$ cat config.mk
export PLATFORM = sky130hd
export DESIGN_NAME = axi_mst_wr_gen
export DESIGN_NICKNAME = d
export VERILOG_FILES = /design/src/rtl/axi_pkg.sv /design/src/rtl/sync_fifo.sv /design/src/rtl/axi_mst_wr_gen.sv
export SDC_FILE = /design/constraint.sdc
export NUM_CORES = 1
export LEC_CHECK = 0
export ABC_AREA = 1
export CAP_MARGIN = 20
export CORE_UTILIZATION = 51
export DETAILED_ROUTE_END_ITERATION = 8
export PLACE_DENSITY = 0.92
export SKIP_CTS_REPAIR_TIMING = 1
export SKIP_LAST_GASP = 1
export SLEW_MARGIN = 20
export SYNTH_ARGS = -nofsm -noshare
export SYNTH_HDL_FRONTEND = slang
export SYNTH_HIERARCHICAL = 1
export SYNTH_SLANG_ARGS = --single-unit
$ cat constraint.sdc
create_clock -name aclk -period 5.15 [get_ports aclk]
set_clock_uncertainty 0.1 [all_clocks]
set_input_delay 0.515 -clock aclk [delete_from_list [all_inputs] [get_ports aclk]]
set_output_delay 0.515 -clock aclk [all_outputs]
set_load 0.005 [all_outputs]
$ cat src/rtl/axi_pkg.sv
// Shared AXI encodings and the W-channel FSM state type for the write generator.
package axi_pkg;

    localparam logic [1:0] BURST_INCR  = 2'b01;
    localparam logic [1:0] LOCK_NORMAL = 2'b00;

    localparam logic [1:0] RESP_OKAY   = 2'b00;
    localparam logic [1:0] RESP_SLVERR = 2'b10;
    localparam logic [1:0] RESP_DECERR = 2'b11;

    typedef enum logic {
        StIdle  = 1'b0,
        StBurst = 1'b1
    } w_state_e;

    // Fibonacci LFSR step, polynomial x^32 + x^22 + x^2 + x + 1.
    function automatic logic [31:0] lfsr_next(input logic [31:0] s);
        return {s[30:0], s[31] ^ s[21] ^ s[1] ^ s[0]};
    endfunction

endpackage

$ cat src/rtl/sync_fifo.sv
// Single-clock FIFO with extra-bit pointers; push is dropped when full, pop ignored when empty.
module sync_fifo #(
    parameter int unsigned WIDTH = 8,
    parameter int unsigned DEPTH = 4
) (
    input  logic                   i_clk,
    input  logic                   i_srst,
    input  logic                   i_push,
    input  logic [WIDTH-1:0]       i_data,
    input  logic                   i_pop,
    output logic [WIDTH-1:0]       o_data,
    output logic                   o_empty,
    output logic [$clog2(DEPTH):0] o_cnt
);

    localparam int unsigned PTR_W = $clog2(DEPTH);

    logic [WIDTH-1:0] r_mem [DEPTH];
    logic [PTR_W:0]   r_wr_ptr;
    logic [PTR_W:0]   r_rd_ptr;
    logic             w_full;
    logic             w_push;
    logic             w_pop;

    assign o_empty = (r_wr_ptr == r_rd_ptr);
    assign w_full  = (r_wr_ptr[PTR_W-1:0] == r_rd_ptr[PTR_W-1:0]) &&
                     (r_wr_ptr[PTR_W] != r_rd_ptr[PTR_W]);
    assign o_cnt   = r_wr_ptr - r_rd_ptr;
    assign w_push  = i_push && !w_full;
    assign w_pop   = i_pop && !o_empty;
    assign o_data  = r_mem[r_rd_ptr[PTR_W-1:0]];

    always_ff @(posedge i_clk) begin
        if (i_srst) begin
            r_wr_ptr <= '0;
            r_rd_ptr <= '0;
        end else begin
            if (w_push) r_wr_ptr <= r_wr_ptr + 1'b1;
            if (w_pop)  r_rd_ptr <= r_rd_ptr + 1'b1;
        end
    end

    always_ff @(posedge i_clk) begin
        if (w_push) r_mem[r_wr_ptr[PTR_W-1:0]] <= i_data;
    end

endmodule

$ cat src/rtl/axi_mst_wr_gen.sv
// AXI3 write-traffic generator: turns commands into INCR bursts, sends PRBS write data in AW
// order and tracks outstanding writes and error responses.
module axi_mst_wr_gen
    import axi_pkg::*;
#(
    parameter int unsigned         AXI_ADDR_W  = 32,
    parameter int unsigned         AXI_ID_W    = 4,
    parameter int unsigned         AXI_DATA_W  = 32,
    parameter int unsigned         OSTD_NUM    = 4,
    parameter logic [AXI_ID_W-1:0] MST_ID_MASK = AXI_ID_W'(4'b0100),
    parameter logic [31:0]         LFSR_SEED   = 32'hACE1_0001
) (
    input  logic                      aclk,
    input  logic                      srst,
    input  logic                      cmd_valid,
    output logic                      cmd_ready,
    input  logic [AXI_ADDR_W-1:0]     cmd_addr,
    input  logic [3:0]                cmd_len,
    input  logic [AXI_ID_W-1:0]       cmd_id,
    output logic                      awvalid,
    output logic [AXI_ADDR_W-1:0]     awaddr,
    output logic [3:0]                awlen,
    output logic [2:0]                awsize,
    output logic [1:0]                awburst,
    output logic [AXI_ID_W-1:0]       awid,
    output logic [1:0]                awlock,
    input  logic                      awready,
    output logic                      wvalid,
    output logic                      wlast,
    output logic [AXI_ID_W-1:0]       wid,
    output logic [AXI_DATA_W-1:0]     wdata,
    output logic [AXI_DATA_W/8-1:0]   wstrb,
    input  logic                      wready,
    input  logic                      bvalid,
    output logic                      bready,
    input  logic [AXI_ID_W-1:0]       bid,
    input  logic [1:0]                bresp,
    output logic [$clog2(OSTD_NUM):0] ostd_cnt,
    output logic [7:0]                err_cnt,
    output logic                      idle
);

    localparam int unsigned CNT_W  = $clog2(OSTD_NUM) + 1;
    localparam int unsigned FIFO_W = 4 + AXI_ID_W;
    localparam int unsigned STRB_W = AXI_DATA_W / 8;

    logic                  r_aw_vld;
    logic [AXI_ADDR_W-1:0] r_awaddr;
    logic [3:0]            r_awlen;
    logic [AXI_ID_W-1:0]   r_awid;
    w_state_e              r_state;
    w_state_e              w_state_d;
    logic [3:0]            r_beat;
    logic [31:0]           r_lfsr;
    logic [CNT_W-1:0]      r_ostd_cnt;
    logic [7:0]            r_err_cnt;

    logic                  w_cmd_hs;
    logic                  w_aw_hs;
    logic                  w_w_hs;
    logic                  w_b_hs;
    logic                  w_fifo_pop;
    logic                  w_fifo_empty;
    logic [CNT_W-1:0]      w_fifo_cnt;
    logic [FIFO_W-1:0]     w_fifo_head;
    logic [3:0]            w_head_len;
    logic                  w_unused;

    assign w_cmd_hs = cmd_valid && cmd_ready;
    assign w_aw_hs  = r_aw_vld && awready;
    assign w_w_hs   = wvalid && wready;
    assign w_b_hs   = bvalid && bready;
    assign w_unused = ^{bid, bresp[0]};

    // AW holding register
    assign cmd_ready = !r_aw_vld && (r_ostd_cnt < CNT_W'(OSTD_NUM));

    always_ff @(posedge aclk) begin
        if (srst) begin
            r_aw_vld <= 1'b0;
        end else if (w_cmd_hs) begin
            r_aw_vld <= 1'b1;
        end else if (w_aw_hs) begin
            r_aw_vld <= 1'b0;
        end
    end

    always_ff @(posedge aclk) begin
        if (w_cmd_hs) begin
            r_awaddr <= cmd_addr;
            r_awlen  <= cmd_len;
            r_awid   <= cmd_id | MST_ID_MASK;
        end
    end

    assign awvalid = r_aw_vld;
    assign awaddr  = r_awaddr;
    assign awlen   = r_awlen;
    assign awid    = r_awid;
    assign awsize  = 3'($clog2(STRB_W));
    assign awburst = BURST_INCR;
    assign awlock  = LOCK_NORMAL;

    // Entries enter only on AW handshake, so W can never lead its AW.
    sync_fifo #(
        .WIDTH (FIFO_W),
        .DEPTH (OSTD_NUM)
    ) u_wcmd_fifo (
        .i_clk   (aclk),
        .i_srst  (srst),
        .i_push  (w_aw_hs),
        .i_data  ({r_awlen, r_awid}),
        .i_pop   (w_fifo_pop),
        .o_data  (w_fifo_head),
        .o_empty (w_fifo_empty),
        .o_cnt   (w_fifo_cnt)
    );

    assign w_head_len = w_fifo_head[FIFO_W-1 -: 4];
    assign wid        = w_fifo_head[AXI_ID_W-1:0];

    // W-channel FSM
    always_ff @(posedge aclk) begin
        if (srst) r_state <= StIdle;
        else      r_state <= w_state_d;
    end

    always_comb begin
        w_state_d = r_state;
        unique case (r_state)
            StIdle:  if (!w_fifo_empty) w_state_d = StBurst;
            StBurst: if (w_fifo_pop && (w_fifo_cnt == CNT_W'(1)) && !w_aw_hs) w_state_d = StIdle;
            default: w_state_d = StIdle;
        endcase
    end

    assign wvalid     = (r_state == StBurst);
    assign wlast      = wvalid && (r_beat == w_head_len);
    assign w_fifo_pop = w_w_hs && wlast;
    assign wstrb      = {STRB_W{wvalid}};

    always_ff @(posedge aclk) begin
        if (srst) begin
            r_beat <= '0;
            r_lfsr <= LFSR_SEED;
        end else if (w_w_hs) begin
            r_beat <= wlast ? 4'd0 : r_beat + 4'd1;
            r_lfsr <= lfsr_next(r_lfsr);
        end
    end

    for (genvar i = 0; i < AXI_DATA_W; i++) begin : g_wdata
        assign wdata[i] = r_lfsr[i % 32];
    end

    // Outstanding and error accounting
    always_ff @(posedge aclk) begin
        if (srst) begin
            r_ostd_cnt <= '0;
        end else if (w_aw_hs && !w_b_hs && (r_ostd_cnt < CNT_W'(OSTD_NUM))) begin
            r_ostd_cnt <= r_ostd_cnt + 1'b1;
        end else if (!w_aw_hs && w_b_hs) begin
            r_ostd_cnt <= r_ostd_cnt - 1'b1;
        end
    end

    always_ff @(posedge aclk) begin
        if (srst) begin
            r_err_cnt <= '0;
        end else if (w_b_hs && bresp[1] && (r_err_cnt != 8'hFF)) begin
            r_err_cnt <= r_err_cnt + 8'd1;
        end
    end

    assign bready   = (r_ostd_cnt != '0);
    assign ostd_cnt = r_ostd_cnt;
    assign err_cnt  = r_err_cnt;
    assign idle     = !r_aw_vld && w_fifo_empty && (r_state == StIdle) && (r_ostd_cnt == '0);

endmodule

==> results.json <==
{
  "cp_common_cell": "nand2_1",
  "syn_inst": 500,
  "cts-root-buf": "clkbuf_8",
  "rows": 36,
  "cp_top_family": "buffers and inverters",
  "run_status": "finished clean",
  "worstSetupPathType": "reg2out",
  "die_area_um2": 10500,
  "cp.arrival_ns": 2.89,
  "grt_max_degree": 41,
  "hold_class": "reg2reg",
  "p_int_w": 0.00220,
  "cts_buffers": 17,
  "wl_per_cell_um": 15.8,
  "cp-end-kind": "primary output",
  "firstDrtPassIters": 8,
  "pre_cts_slack_ns": 2.25,
  "synth_edf_count": 71,
  "grt.overflow.total": 0,
  "setup_slack_ns": 1.65,
  "clk_latency_ns": 0.51,
  "synth_common_cells": "nor2_1 (85), edfxtp_1 (71), nand2_1 (70), dfxtp_1 (57)",
  "synth.distinct_cells": 32,
  "layout_min_cycle_time_ns": 3.50,
  "crit_path_start_kind": "flop",
  "pwr-share-seq_pct": 43.2,
  "path_clk_slew_ns": 0.06,
  "fill_cells": 700,
  "rsz0062_at_grt": "no",
  "place_congestion": 0.764,
  "die_h_um": 103,
  "wirelength_mm": 12.5,
  "synth_top_area_cell": "edfxtp_1",
  "cts_max_level": 4,
  "slowest_stage": "dfxtp_1",
  "seq_area_frac_synth_pct": 63.3,
  "worst_slew_pin_slew_ns": 1.04,
  "tns_ns": 0,
  "comb_power_share_pct": 19.5,
  "grt_pass1_wl_mm": 19.9,
  "synth_seq_cells": 128,
  "grtUsageTotal_pct": 25.2,
  "vias_per_cell": 5.26,
  "synth_ff_type": "edfxtp_1",
  "initialDrtViolationCount": 224,
  "clk_path_buf_depth": 2,
  "pwr_density_cell_nw_per_um2": 417,
  "vdd_ir_drop_max_v": 0.000310,
  "p_sw_w": 0.000797,
  "ios": 156,
  "post_synth.cell_area_avg_um2": 10.3,
  "drcViolationCount": 0,
  "clock.fmax_mhz": 286,
  "hold_violations": 0,
  "worst-path-max-fanout": 17,
  "yosys_warnings": 6,
  "p_clk_share_pct": 37.3,
  "post-route-period-util_pct": 68.0,
  "leakagePower_nw": 2.82,
  "dr_total_vias": 4169,
  "cp_data_required_time_ns": 4.53,
  "die_width_um": 103,
  "ys_top_cells_by_area": "edfxtp_1 (41%), dfxtp_1 (22%), nor2_1 (6.2%)",
  "clkSinkCount": 128,
  "design.core.area_um2": 9820,
  "slew_violations": 0,
  "finalSetupViolations": 0,
  "crit_buf_inv": 3,
  "io_buffers": 141,
  "num-nets-final": 709,
  "synthArstFlopShare_pct": 0,
  "maxSlewHeadroom_pct": 30.9,
  "ant_nets": 0,
  "area.growth.synth_to_final_pct": 39.2,
  "sw_frac_of_total_pct": 26.6,
  "drv_cap": 0,
  "post-synth-top-count-cell": "nor2_1",
  "grt_antenna_before_repair": 0,
  "start_util_pct": 52.6,
  "crit_chain": "inv_2 -> o21ai_0 -> o22ai_1 -> xnor2_1 -> nand2_1 -> nor2_1 -> nand2_1 -> inv_1 -> clkdlybuf4s50_1",
  "synthDominantCellAreaShare_pct": 41.2,
  "grt_pass1_vias": 4215,
  "dp_hpwl_mm": 8.32,
  "syn_area_um2": 5170,
  "slowest_delay_ns": 0.68,
  "drive_gt1_share_pct": 9.86,
  "cts_tree": "yes",
  "diodes": 0
}
worst paths after layout:
check	cells past startpoint	slack, ns	from	to
worst max-delay path	9	1.65	flop	wlast
worst min-delay path	2	0.40	wdata[28]	wdata[29]
worst max register to register	13	2.47	flop	u_wcmd_fifo/r_rd_ptr[2]
worst min register to register	2	0.40	wdata[28]	wdata[29]
worst min-delay path, cell delays in order, from the launching register on:
cell	delay [ns]
dfxtp_1	0.32
nand2_1	0.07
nand3_1	0.05
area by class of cell:
| type | instances | area [um^2] | share of cell area, % |
|---|---|---|---|
| Multi-Input combinational cell | 308 | 1590 | 22.1 |
| Clock inverter | 12 | 103 | 1.43 |
| Inverter | 49 | 188 | 2.61 |
| Tap cell | 133 | 166 | 2.31 |
| Sequential cell | 128 | 3270 | 45.5 |
| Clock buffer | 20 | 457 | 6.35 |
| Timing Repair Buffer | 142 | 1420 | 19.7 |
cell usage in the layout (no fill, tap or decap), types with 8 or more instances in the layout:
master	instances
nand3_1	21
a21oi_1	12
nand2_1	70
clkbuf_16	17
dfxtp_1	57
ha_1	9
o22ai_1	8
o21ai_0	41
conb_1	12
nor2_1	85
inv_1	41
edfxtp_1	71
clkdlybuf4s50_1	141
power by group through the flow:
stage	Combinational (W)	Sequential (W)	Clock, W
6_report	0.000585	0.00130	0.00112
4_1_cts	0.000588	0.00130	0.00113
2_1_floorplan	0.000243	0.00131	0
3_3_place_gp	0.000549	0.00130	0
3_5_place_dp	0.000577	0.00131	0
5_1_grt	0.000641	0.00131	0.00118
per-stage QoR:
step	utilization [%]	total power [W]	area (um^2)	cells	hold slack, ns
finish	73.3	0.00300	7190	792	0.398
detailed placement	67.6	0.00189	6640	760	0.391
floorplan	-	0.00155	5210	510	0.375
CTS	73.3	0.00302	7190	792	0.402
global route	73.3	0.00313	7190	792	0.429
global placement	67.6	0.00185	6640	760	0.369
per-layer routing:
metal  vias to the layer above  routed length (um)  track usage (%)
li1                       1938                   -                -
met1                      1973                4510             27.1
met2                       210                6610             43.5
met3                        48                 951             7.46
met4                         0                 456             15.9
met5                         -                   0                0
sequential cells by signal, summed over array words and instances, names as in the netlist, named ones only:
signal	flops
awaddr	32
u_wcmd_fifo/r_mem	32
wdata	32
err_cnt	8
awlen	4
r_beat	4
awid	3
ostd_cnt	3
u_wcmd_fifo/r_rd_ptr	3
u_wcmd_fifo/r_wr_ptr	3
awvalid	1
wvalid	1
logic make-up (layout without fill, tap and decap cells):
family,after synthesis,in the layout,synth area share [%]
AO/OA/AOI/OAI,74,74,7.96
XOR/XNOR,9,9,1.53
adder cells (fa/ha/maj),11,11,2.95
buffers and inverters,74,223,6.66
flip-flops,128,128,63.3
other,2,12,0.145
AND/OR/NAND/NOR,202,202,17.4
(Power assumes the default switching activity.)
